$ cat src/rtl/sobel_edge_filter.sv
// Streaming 3x3 Sobel edge detector over a frame in a 1-cycle synchronous ROM; out_valid 3 cycles after p22 data.
// No backpressure: one ROM read per cycle, 3 reads per column; locked low aborts, RESET overrides all.
module sobel_edge_filter #(
  parameter int IMG_W  = 224,
  parameter int IMG_H  = 224,
  parameter int THRESH = 200
) (
  input  logic        clk_75,
  input  logic        RESET,
  input  logic        start,
  input  logic        locked,
  output logic [15:0] rom_addr,
  input  logic [7:0]  rom_data,
  output logic [7:0]  out,
  output logic [15:0] addr_edge,
  output logic        out_valid,
  output logic        finished
);

  localparam int CW = $clog2(IMG_W);
  localparam int RW = $clog2(IMG_H);
  localparam logic [CW-1:0] C_LAST   = CW'(IMG_W - 1);
  localparam logic [CW-1:0] C_ONE    = CW'(1);
  localparam logic [CW-1:0] C_TWO    = CW'(2);
  localparam logic [RW-1:0] R_LAST   = RW'(IMG_H - 3);
  localparam logic [RW-1:0] R_ONE    = RW'(1);
  localparam logic [15:0]   PIX_LAST = 16'((IMG_W - 2) * (IMG_H - 2) - 1);
  localparam logic [11:0]   THR      = 12'(THRESH);

  typedef enum logic {S_IDLE, S_RUN} state_t;

  state_t        state_q, state_d;
  logic          finished_q, finished_d;
  logic          iss_vld_q, iss_vld_d;
  logic [RW-1:0] iss_r_q, iss_r_d;
  logic [CW-1:0] iss_c_q, iss_c_d;
  logic [1:0]    iss_k_q, iss_k_d;
  logic [15:0]   rom_addr_q, rom_addr_d;
  logic          dat_vld_q, dat_vld_d;
  logic [1:0]    dat_k_q, dat_k_d;
  logic [CW-1:0] dat_c_q, dat_c_d;
  logic [7:0]    win_q [0:2][0:2];
  logic [7:0]    win_d [0:2][0:2];
  logic          s0_vld_q, s0_vld_d;
  logic          g_vld_q, g_vld_d;
  logic signed [11:0] gx_q, gx_d, gy_q, gy_d;
  logic [7:0]    out_q, out_d;
  logic          out_valid_q, out_valid_d;
  logic [15:0]   addr_edge_q, addr_edge_d;
  logic [15:0]   pix_cnt_q, pix_cnt_d;

  logic signed [11:0] gx_c, gy_c;
  logic [11:0]        gx_abs, gy_abs, a_sum;
  logic [15:0]        row_sel;

  function automatic logic signed [11:0] px(input logic [7:0] v);
    return $signed({4'b0000, v});
  endfunction

  // Window is [row][col], col 2 holding the most recently fetched column.
  always_comb begin
    gx_c = (px(win_q[0][0]) + (px(win_q[1][0]) <<< 1) + px(win_q[2][0]))
         - (px(win_q[0][2]) + (px(win_q[1][2]) <<< 1) + px(win_q[2][2]));
    gy_c = (px(win_q[0][0]) + (px(win_q[0][1]) <<< 1) + px(win_q[0][2]))
         - (px(win_q[2][0]) + (px(win_q[2][1]) <<< 1) + px(win_q[2][2]));
    gx_abs = gx_q[11] ? 12'(-gx_q) : 12'(gx_q);
    gy_abs = gy_q[11] ? 12'(-gy_q) : 12'(gy_q);
    a_sum  = gx_abs + gy_abs;
  end

  always_comb begin
    state_d     = state_q;
    finished_d  = finished_q;
    iss_vld_d   = 1'b0;
    iss_r_d     = iss_r_q;
    iss_c_d     = iss_c_q;
    iss_k_d     = iss_k_q;
    rom_addr_d  = rom_addr_q;
    dat_vld_d   = 1'b0;
    dat_k_d     = dat_k_q;
    dat_c_d     = dat_c_q;
    win_d       = win_q;
    s0_vld_d    = 1'b0;
    g_vld_d     = 1'b0;
    gx_d        = gx_q;
    gy_d        = gy_q;
    out_d       = out_q;
    out_valid_d = 1'b0;
    addr_edge_d = addr_edge_q;
    pix_cnt_d   = pix_cnt_q;
    row_sel     = 16'(iss_r_q) + 16'(iss_k_q);

    case (state_q)
      S_IDLE: begin
        if (start && locked) begin
          state_d    = S_RUN;
          finished_d = 1'b0;
          iss_vld_d  = 1'b1;
          iss_r_d    = '0;
          iss_c_d    = '0;
          iss_k_d    = '0;
          rom_addr_d = '0;
          pix_cnt_d  = '0;
        end
      end
      S_RUN: begin
        if (!locked) begin
          // Everything in flight is dropped by the default-cleared valids.
          state_d = S_IDLE;
        end else begin
          if (iss_vld_q) begin
            iss_vld_d = 1'b1;
            if (iss_k_q != 2'd2) begin
              iss_k_d = iss_k_q + 2'd1;
            end else begin
              iss_k_d = 2'd0;
              if (iss_c_q != C_LAST) begin
                iss_c_d = iss_c_q + C_ONE;
              end else begin
                iss_c_d = '0;
                if (iss_r_q != R_LAST) iss_r_d = iss_r_q + R_ONE;
                else                   iss_vld_d = 1'b0;
              end
            end
            row_sel = 16'(iss_r_d) + 16'(iss_k_d);
            if (iss_vld_d) rom_addr_d = row_sel * 16'(IMG_W) + 16'(iss_c_d);
          end

          dat_vld_d = iss_vld_q;
          dat_k_d   = iss_k_q;
          dat_c_d   = iss_c_q;

          if (dat_vld_q) begin
            for (int k = 0; k < 3; k++) begin
              if (dat_k_q == 2'(k)) begin
                win_d[k][0] = win_q[k][1];
                win_d[k][1] = win_q[k][2];
                win_d[k][2] = rom_data;
              end
            end
          end
          s0_vld_d = dat_vld_q && (dat_k_q == 2'd2) && (dat_c_q >= C_TWO);

          g_vld_d = s0_vld_q;
          if (s0_vld_q) begin
            gx_d = gx_c;
            gy_d = gy_c;
          end

          // Outputs leave strictly in raster order, so a running count is the address.
          if (g_vld_q) begin
            out_valid_d = 1'b1;
            out_d       = (a_sum >= THR) ? 8'd0 : 8'd255;
            addr_edge_d = pix_cnt_q;
            pix_cnt_d   = pix_cnt_q + 16'd1;
          end

          if (out_valid_q && (addr_edge_q == PIX_LAST)) begin
            state_d    = S_IDLE;
            finished_d = 1'b1;
          end
        end
      end
      default: state_d = S_IDLE;
    endcase
  end

  always_ff @(posedge clk_75) begin
    if (RESET) begin
      state_q     <= S_IDLE;
      finished_q  <= 1'b0;
      iss_vld_q   <= 1'b0;
      iss_r_q     <= '0;
      iss_c_q     <= '0;
      iss_k_q     <= '0;
      rom_addr_q  <= '0;
      dat_vld_q   <= 1'b0;
      dat_k_q     <= '0;
      dat_c_q     <= '0;
      for (int i = 0; i < 3; i++) begin
        for (int j = 0; j < 3; j++) win_q[i][j] <= '0;
      end
      s0_vld_q    <= 1'b0;
      g_vld_q     <= 1'b0;
      gx_q        <= '0;
      gy_q        <= '0;
      out_q       <= '0;
      out_valid_q <= 1'b0;
      addr_edge_q <= '0;
      pix_cnt_q   <= '0;
    end else begin
      state_q     <= state_d;
      finished_q  <= finished_d;
      iss_vld_q   <= iss_vld_d;
      iss_r_q     <= iss_r_d;
      iss_c_q     <= iss_c_d;
      iss_k_q     <= iss_k_d;
      rom_addr_q  <= rom_addr_d;
      dat_vld_q   <= dat_vld_d;
      dat_k_q     <= dat_k_d;
      dat_c_q     <= dat_c_d;
      win_q       <= win_d;
      s0_vld_q    <= s0_vld_d;
      g_vld_q     <= g_vld_d;
      gx_q        <= gx_d;
      gy_q        <= gy_d;
      out_q       <= out_d;
      out_valid_q <= out_valid_d;
      addr_edge_q <= addr_edge_d;
      pix_cnt_q   <= pix_cnt_d;
    end
  end

  assign rom_addr  = rom_addr_q;
  assign out       = out_q;
  assign addr_edge = addr_edge_q;
  assign out_valid = out_valid_q;
  assign finished  = finished_q;

endmodule

$ cat config.mk
export PLATFORM = sky130hd
export DESIGN_NAME = sobel_edge_filter
export DESIGN_NICKNAME = d
export VERILOG_FILES = /design/src/rtl/sobel_edge_filter.sv
export SDC_FILE = /design/constraint.sdc
export NUM_CORES = 1
export LEC_CHECK = 0
export ABC_AREA = 1
export CAP_MARGIN = 5
export CORE_ASPECT_RATIO = 0.8
export CORE_MARGIN = 2
export CORE_UTILIZATION = 40
export CTS_CLUSTER_DIAMETER = 200
export DETAILED_ROUTE_END_ITERATION = 12
export PLACE_DENSITY_LB_ADDON = 0.1
export SETUP_SLACK_MARGIN = 0.1
export SLEW_MARGIN = 15
export SYNTH_ARGS = -nofsm -noshare
export SYNTH_HDL_FRONTEND = slang
export SYNTH_SLANG_ARGS = --single-unit
$ cat constraint.sdc
create_clock -name clk_75 -period 10.15 [get_ports clk_75]
set_clock_uncertainty 0.2 [all_clocks]
set_input_delay 3.045 -clock clk_75 [delete_from_list [all_inputs] [get_ports clk_75]]
set_output_delay 3.045 -clock clk_75 [all_outputs]
set_load 0.005 [all_outputs]
==> impl_metrics.csv, run 1 <==
group,metric,value,unit
timing,max_slew_margin,34.6,%
setup_path,cp-start-kind,"primary input",
grt,track_usage,19.4,%
timing,min_period,5.50,ns
floorplanning,coreArea,28100,um2
setup_path,path_class,"primary input to register",
logic_synthesis,synth_mux_area_share,0,%
logic_synthesis,yosys_warnings,0,
timing,holdWs,0.266,ns
logic_synthesis,synthTopCellsByArea,"dfxtp_1, fa_1, nand2_1, inv_1, a21oi_1",
place,gp_congestion,0.833,
cts,path_clk_slew,0.07,ns
layout,fill_cells,2844,
floorplanning,die_w,192,um
layout,drive_gt1_share,5.25,%
setup_path,reg2regPathDepth,26,
grt,use_met3,2.90,%
timing,fmax,182,MHz
cts,ctsResizeCount,0,
logic_synthesis,synth_top_area_share,31.6,%
grt,grt_pass1_vias,9141,
routing,drt_iter0_drc,594,
layout,diodes,0,
cts,post-cts-setup-buffer-count,0,
pwr,vdd_drop_max,0.120,mV
grt,grt.busiest_layer,"met1",
floorplanning,fp-row-count,55,
pwr,total_power,1.41,mW
logic_synthesis,syn_area,11300,um2
logic_synthesis,ys_types,47,
setup_path,arrival,5.68,ns
logic_synthesis,synth_top_flop_cell,"dfxtp_1",
timing,rsz0062_at_grt,"false",
logic_synthesis,synth_nets,1646,
setup_path,crit_path_end_kind,"register",
layout,nets,1672,
logic_synthesis,synth_adder_area_share,19.0,%
floorplanning,start_util,40.4,%
logic_synthesis,netlist_instances,1504,
hold_path,hold_depth,2,
floorplanning,dieArea,29700,um2
timing,hold_viol,0,
logic_synthesis,syn_avg_cell_area,7.54,um2
setup_path,path_max_fanout,35,
timing,slew_viol_final,0,
floorplanning,die_h,155,um
routing,drt-pass1-iter-count,5,
grt,use_met2,28.5,%
place,io_buffers,53,
routing,vias,9376,
grt,grt_first_pass_wirelength,46300,um
layout,area_delta_synth_final,11.9,%
cts,htree_levels,4,
logic_synthesis,synth_top_family_by_area,"simple AND/OR/NAND/NOR gates",
logic_synthesis,async_reset_ff_share,0,%
place,dpl.hpwl,20300,um
timing,worst_pin_slew,0.979,ns
cts,cts_tree,"done",
job,maxCapViolCount,0,
logic_synthesis,synth-compound-area-share,15.8,%
floorplanning,io_pins,54,
routing,drc,0,
timing,tns,0,ns
pwr,total_leakage_power,5.60,nW
grt,grt-ovfl-total,0,
cts,cts_num_sinks,179,
logic_synthesis,synth_seq_cells,179,
layout,final_common_cell,"nand2_1",
timing,finalSetupViolations,0,
logic_synthesis,synth_top_cell_by_area,"dfxtp_1",
hold_path,hold_path.class,"register to register",
outcome,outcome,"finished clean",
pwr,power_density,111,nW/um2
layout,multi_input_area,6620,um2
routing,wl_per_cell,14.0,um
routing,vias_per_cell,4.90,
routing,detail-route-antenna-nets,0,
cts,root_buffer,"clkbuf_16",
setup_path,required,10.33,ns
cts,clockBufferDepth,2,
layout,regArea,3580,um2
timing,post-route-period-util,54.1,%
logic_synthesis,synth_xor_area_share,2.62,%
logic_synthesis,synth_edf_count,0,
grt,antenna_found_initial,1,
cts,cts_hold_buf,0,
grt,grt_max_degree,90,
logic_synthesis,synthSimpleGateAreaFrac,20.9,%
layout,layout_common_cells,"nand2_1, inv_1, dfxtp_1",
cts,insertion_delay,0.44,ns
logic_synthesis,synth.yosys.seq_area_share,31.6,%
grt,grt_use_met1,29.9,%
cts,cts_made_buffers,17,
routing,drt-total-wl,26700,um
[worst paths after layout]
kind,from,to,slack [ns]
worst max register to register,iss_c_q[1]$_SDFFE_PP0P_,rom_addr[15]$_SDFFE_PP0P_,4.93
worst max-delay path,locked,gy_q[7]$_SDFFE_PP0P_,4.65
worst min register to register,rom_addr[7]$_SDFFE_PP0P_,rom_addr[7]$_SDFFE_PP0P_,0.27
worst min-delay path,rom_addr[7]$_SDFFE_PP0P_,rom_addr[7]$_SDFFE_PP0P_,0.27
[layer usage]
metal	vias to the layer above	wire length (um)
met1	4324	14800
met4	0	267
met3	23	782
li1	4908	-
met2	121	10900
met5	-	0
[power breakdown]
group,leakage (nW),switching (mW),internal [mW]
clock network,0.267,0.309,0.340
registers,1.44,0.00448,0.707
logic,3.89,0.0356,0.0180
total,5.60,0.349,1.06
[layout make-up]
| cell class | instances | area share [%] |
|---|---|---|
| Inverter | 239 | 7.08 |
| Multi-Input combinational cell | 1033 | 52.1 |
| Tap cell | 370 | 3.65 |
| Timing Repair Buffer | 60 | 4.55 |
| Clock inverter | 14 | 1.01 |
| Sequential cell | 179 | 28.2 |
| Clock buffer | 17 | 3.35 |
[synth_stat cells (3+ instances only)]
| master | n |
|---|---|
| nor4_1 | 5 |
| fa_1 | 70 |
| inv_2 | 9 |
| a211oi_1 | 5 |
| nor2_4 | 7 |
| nand3_2 | 3 |
| and3_1 | 3 |
| a31oi_1 | 4 |
| buf_2 | 4 |
| buf_4 | 9 |
| nand3b_1 | 5 |
| nor3_1 | 7 |
| o21a_1 | 3 |
| nand2_2 | 8 |
| nor2_2 | 3 |
| o21ai_0 | 150 |
| o21bai_1 | 9 |
| nand2_1 | 256 |
| inv_1 | 227 |
| o21ai_1 | 3 |
| dfxtp_1 | 179 |
| ha_1 | 60 |
| nand3_1 | 69 |
| xnor2_1 | 8 |
| xor2_1 | 26 |
| a21oi_1 | 156 |
| nand4_1 | 28 |
| o32ai_1 | 4 |
| clkbuf_1 | 38 |
| nor2_1 | 122 |
[worst max-delay path, cell delays in order]
cell and delay (ns):
clkdlybuf4s50_1 0.53, nand2_2 0.12, inv_2 0.30, nand2_1 0.65, inv_1 0.60, o21ai_0 0.15
o21bai_1 0.21, inv_1 0.07
[registers in the layout (all words and copies together), names as in the netlist, 7 cells and up]
register / cells
iss_r_q: 8
addr_edge: 16
gx_q: 12
gy_q: 12
pix_cnt_q: 16
rom_addr: 16
dat_c_q: 7
win_q: 72
iss_c_q: 8
[cell families (layout without fill, tap and decap cells)]
logic type,Yosys count,in the layout
AOI/OAI and AO/OA,342,342
adders and majority gates,130,130
DFF,179,179
and+or+nand+nor,527,527
buffers and inverters,292,330
xor gates and xnor gates,34,34
[metrics by stage]
step | std cells | util (%) | area (um2) | setup WS [ns]
after floorplan | 1504 | - | 11300 | 5.65
after global placement | 1881 | 43.2 | 12100 | 4.27
after detailed placement | 1881 | 43.2 | 12100 | 4.22
after CTS | 1912 | 45.2 | 12700 | 4.67
after global routing | 1912 | 45.2 | 12700 | 4.25
final | 1912 | 45.2 | 12700 | 4.65
Note: power is estimated with default switching activity, not from simulation.
==> run 2, diff against run 1 <==
- clock period: 10.15 -> 5.4 ns (I/O delays scaled with it)
==> run 2 against run 1 <==
Critical path depth increased by 21. Clock power increased by 110%. Register-to-register slack got worse by 4.3 ns. Power increased by 99%. Die area unchanged. First-iteration DRC count decreased by 15%. Sequential power increased by 88%. Critical endpoint is now rom_addr[14]$_SDFFE_PP0P_. Non-clock buffer count increased by 5. Combinational power increased by 90%. Critical path type is now register to register. Final cell count increased by 0.31%. Count of clock-buffer cells in the layout increased by 2. Core utilization increased by 0.65 points.
==> impl_metrics.csv, run 2 (same netlist as run 1, synthesis figures left out) <==
group,metric,value,unit
setup_path,r2r_slack,0.62,ns
floorplanning,die_w,192,um
place,dpl.hpwl,20100,um
hold_path,min_to,"rom_addr[6]$_SDFFE_PP0P_",
routing,routed.top_layer,"met4",
timing,fmax,209,MHz
timing,hold_viol,0,
setup_path,critPathBufInv,10,
timing,post-route-period-util,88.5,%
setup_path,crit_path_end_kind,"register",
setup_path,required,5.57,ns
cts,cts_tree,"done",
grt,antenna_found_initial,0,
setup_path,critPathMaxStageDelay,0.51,ns
outcome,outcome,"finished clean",
timing,worst_pin_slew,0.833,ns
timing,holdWs,0.266,ns
hold_path,worstHoldStart,"rom_addr[6]$_SDFFE_PP0P_",
pwr,total_leakage_power,5.69,nW
timing,max_slew_margin,44.3,%
setup_path,path_max_fanout,13,
grt,grt-ovfl-total,0,
timing,finalSetupViolations,0,
floorplanning,io_pins,54,
routing,detail-route-antenna-nets,0,
grt,track_usage,19.0,%
layout,largest-register,"win_q",
layout,drive_gt1_share,6.14,%
setup_path,worstReg2RegEnd,"rom_addr[14]$_SDFFE_PP0P_",
floorplanning,die_h,155,um
routing,drt-met1-wl,14300,um
floorplanning,fp-row-count,55,
layout,finish.utilization,45.9,%
place,gp_congestion,0.864,
layout,final_common_cell,"nand2_1",
pwr,power_density,218,nW/um2
cts,htree_levels,4,
place,io_buffers,53,
cts,cts_num_sinks,179,
cts,cts_made_buffers,17,
cts,cts_hold_buf,0,
routing,wl_per_cell,13.8,um
layout,multi_input_area,6680,um2
cts,path_clk_slew,0.08,ns
hold_path,hold_path.class,"register to register",
timing,min_period,4.78,ns
routing,drt-pass1-iter-count,5,
routing,met2_length,11200,um
layout,regArea,3590,um2
grt,grt_max_degree,69,
setup_path,cp-start-kind,"register",
setup_path,reg2regPathDepth,29,
floorplanning,dieArea,29700,um2
setup_path,crit_family,"adder cells",
pwr,vdd_drop_max,0.248,mV
hold_path,hold_depth,2,
layout,diodes,0,
cts,insertion_delay,0.44,ns
timing,slew_viol_final,0,
layout,area_delta_synth_final,13.5,%
setup_path,arrival,4.95,ns
routing,drt-total-wl,26500,um
layout,layout_common_cells,"nand2_1, inv_1, dfxtp_1",
routing,vias,9382,
routing,drc,0,
routing,drt_iter0_drc,504,
job,maxCapViolCount,0,
routing,vias_per_cell,4.89,
layout,nets,1677,
cts,root_buffer,"clkbuf_16",
floorplanning,start_util,40.4,%
layout,largest_register_ff_count,72,
place,dp.cells,1885,
layout,finalNonFillerCells,1918,
layout,fill_cells,2846,
setup_path,timing.rr.start,"iss_k_q[1]$_SDFFE_PP0P_",
grt,grt_pass1_vias,8997,
routing,wl_met3,832,um
setup_path,path_common_cell,"inv_1",
setup_path,critPathSlowestCell,"fa_1",
grt,grt_first_pass_wirelength,45600,um
timing,rsz0062_at_grt,"false",
timing,tns,0,ns
cts,clockBufferDepth,2,
setup_path,path_depth,29,
setup_path,path_class,"register to register",
floorplanning,coreArea,28100,um2
[run 2: worst max path at each step]
stage                                 start                   endpoint  slack, ns
global route        iss_c_q[1]$_SDFFE_PP0P_  rom_addr[14]$_SDFFE_PP0P_       0.14
global placement    iss_c_q[0]$_SDFFE_PP0P_  rom_addr[15]$_SDFFE_PP0P_       0.55
detailed placement  iss_c_q[1]$_SDFFE_PP0P_  rom_addr[15]$_SDFFE_PP0P_       0.42
floorplan           iss_c_q[0]$_SDFFE_PP0P_  rom_addr[15]$_SDFFE_PP0P_       0.90
finish              iss_k_q[1]$_SDFFE_PP0P_  rom_addr[14]$_SDFFE_PP0P_       0.62
CTS                 iss_c_q[1]$_SDFFE_PP0P_  rom_addr[15]$_SDFFE_PP0P_       0.35
[run 2: repair_timing]
item	CTS	global route
buffers inserted	0	1
gates resized for setup	0	13
setup endpoints to repair	0	5
[run 2: metal layers]
metal  vias up  global-route usage [%]
li1       4922                       -
met5         -                       0
met3        16                    3.13
met4         0                    3.82
met1      4326                    28.4
met2       118                    28.7
[run 2: cell type report]
type	instances	share of cell area [%]
clock buffers	19	3.44
clock inverters	13	1.53
inverters	239	6.97
multi-input cells	1033	51.8
flip-flops and latches	179	27.8
well taps	370	3.59
repair buffers	65	4.78
[run 2: per-stage QoR]
step                      total power, mW  setup WS (ns)  area, um2
after floorplan                      1.43          0.901      11300
after global placement               1.47          0.546      12200
after detailed placement             1.47          0.424      12200
after CTS                            2.85          0.349      12800
after global routing                 2.92          0.138      12900
final                                2.81          0.623      12900
[run 2: power by group]
group          leakage, nW  internal, mW  switching [mW]
logic                 3.94        0.0342          0.0680
clock network        0.308         0.797           0.576
registers             1.44          1.33         0.00861
total                 5.69          2.16           0.653
[run 2: tightest hold or removal path: cells and delay by family (launching register included)]
kind             cells  cell delay, ns
flip-flops           1            0.31
AO/OA/AOI/OAI        1            0.05
AND/OR/NAND/NOR      1            0.06
==> run 3, diff against run 2 <==
- CORE_UTILIZATION: 40 -> 45
==> run 3 against run 2 <==
Clock power is essentially flat. Cell area shrank 0.72%. First-iteration DRC count grew 21%. Flip-flop and latch count is the same. Setup slack lost 0.080 ns. Core utilization grew 6.2 points. Power grew 0.16%. Register-to-register slack lost 0.08 ns. Global-route usage grew 1.5 points. Sequential power is essentially flat.
==> impl_metrics.csv, run 3 (same netlist as run 1, synthesis figures left out) <==
group,metric,value,unit
layout,final_common_cell,"nand2_1",
place,gp_congestion,0.825,
setup_path,cp-start-kind,"register",
timing,tns,0,ns
pwr,clockPowerShare,49.0,%
hold_path,hold_path.class,"register to register",
cts,path_clk_slew,0.08,ns
cts,clockBufferDepth,2,
grt,track_usage,20.5,%
outcome,outcome,"finished clean",
setup_path,path_class,"register to register",
layout,finalNonFillerCells,1867,
layout,largest-register,"win_q",
cts,cts_num_sinks,179,
grt,grt_max_degree,63,
routing,drt-pass1-iter-count,5,
cts,root_buffer,"clkbuf_16",
pwr,total_power,2.82,mW
routing,vias_per_cell,5.05,
pwr,seq_power_share,47.5,%
pwr,switching_share,23.6,%
timing,finalSetupViolations,0,
routing,drt_iter0_drc,611,
layout,diodes,0,
setup_path,critPathMaxStageDelay,0.48,ns
cts,insertion_delay,0.44,ns
pwr,combPwrFrac,3.5,%
pwr,p_int,2.15,mW
grt,grt-ovfl-total,0,
timing,fmax,206,MHz
setup_path,arrival,4.97,ns
layout,layout_common_cells,"nand2_1, inv_1, dfxtp_1",
floorplanning,coreArea,24600,um2
layout,largest_register_ff_count,72,
pwr,power_density,220,nW/um2
timing,worst_pin_slew,0.739,ns
grt,antenna_found_initial,0,
layout,nets,1678,
pwr,total_leakage_power,5.68,nW
place,io_buffers,53,
floorplanning,die_h,146,um
timing,post-route-period-util,90.0,%
floorplanning,start_util,46.2,%
setup_path,crit_path_end_kind,"register",
place,dpl.hpwl,19600,um
grt,grt_first_pass_wirelength,44600,um
floorplanning,dieArea,26500,um2
pwr,power_switching,0.665,mW
layout,final_area,12800,um2
setup_path,critPathSlowestCell,"fa_1",
pwr,vdd_drop_max,0.197,mV
routing,drc,0,
layout,drive_gt1_share,6.07,%
cts,cts_tree,"done",
cts,htree_levels,4,
place,dp.cells,1833,
floorplanning,io_pins,54,
timing,max_slew_margin,50.7,%
timing,slew_viol_final,0,
routing,drt-total-wl,26000,um
routing,detail-route-antenna-nets,0,
routing,wl_per_cell,13.9,um
cts,cts_made_buffers,17,
setup_path,required,5.51,ns
timing,min_period,4.86,ns
cts,cts_hold_buf,0,
floorplanning,die_w,182,um
place,dpl_cell_area,12100,um2
timing,rsz0062_at_grt,"true",
job,maxCapViolCount,0,
layout,area_delta_synth_final,12.7,%
setup_path,path_max_fanout,6,
timing,hold_viol,0,
routing,vias,9436,
grt,grt_pass1_vias,8901,
floorplanning,fp-row-count,51,
## run 3: cell count changes in the layout (fill, tap and decap cells not counted), sizes merged
cell and delta:
inv +4, clkinv -3, clkbuf -2, buf +1, clkinvlp +1
## run 3: repair_timing
item	4_1_cts	5_1_grt
gates resized for setup	0	9
setup endpoints to repair	0	3
buffers inserted	0	2
## run 3: worst max-delay path, delay by kind of cell, from the launching register on
kind / cells / cell delay [ns]
AND/OR/NAND/NOR: 13 / 1.57
buffers and inverters: 6 / 0.49
AO/OA/AOI/OAI: 3 / 0.38
XOR/XNOR: 1 / 0.16
adder cells (fa/ha/maj): 5 / 1.56
flip-flops: 1 / 0.37
## run 3: final cells by class
cell class                 count  area [um2]
timing repair buffer          66         623
clock inverter                15         216
clock buffer                  17         425
sequential                   179        3590
multi-input combinational   1033        6640
fill                        2454       11800
tap                          318         398
inverter                     239         898
## run 3: final timing paths
path	start	end	slack [ns]	cells after the start
max	iss_c_q[0]$_SDFFE_PP0P_	rom_addr[15]$_SDFFE_PP0P_	0.54	28
min	rom_addr[8]$_SDFFE_PP0P_	rom_addr[8]$_SDFFE_PP0P_	0.26	2
max reg2reg	iss_c_q[0]$_SDFFE_PP0P_	rom_addr[15]$_SDFFE_PP0P_	0.54	28
min reg2reg	rom_addr[8]$_SDFFE_PP0P_	rom_addr[8]$_SDFFE_PP0P_	0.26	2
## run 3: power groups by stage
stage	Sequential (mW)	Combinational (mW)	Clock [mW]
6_report	1.34	0.0993	1.38
5_1_grt	1.34	0.113	1.47
4_1_cts	1.34	0.0997	1.41
3_5_place_dp	1.37	0.0994	0
3_3_place_gp	1.37	0.0987	0
2_1_floorplan	1.36	0.0677	0
## run 3: per-layer routing
| metal | routed length (um) | global-route usage (%) | vias up |
|---|---|---|---|
| li1 | - | - | 4917 |
| met2 | 10600 | 29.8 | 156 |
| met5 | 0 | 0 | - |
| met1 | 14300 | 31.7 | 4352 |
| met3 | 947 | 3.54 | 11 |
| met4 | 166 | 3.98 | 0 |
## run 3: metrics by stage
step | hold slack, ns | setup slack (ns) | util, %
2_1_floorplan | 0.231 | 0.901 | -
3_3_place_gp | 0.251 | 0.575 | 49.3
3_5_place_dp | 0.256 | 0.414 | 49.3
4_1_cts | 0.266 | 0.380 | 51.9
5_1_grt | 0.281 | 0.0874 | 52.0
6_report | 0.264 | 0.543 | 52.0
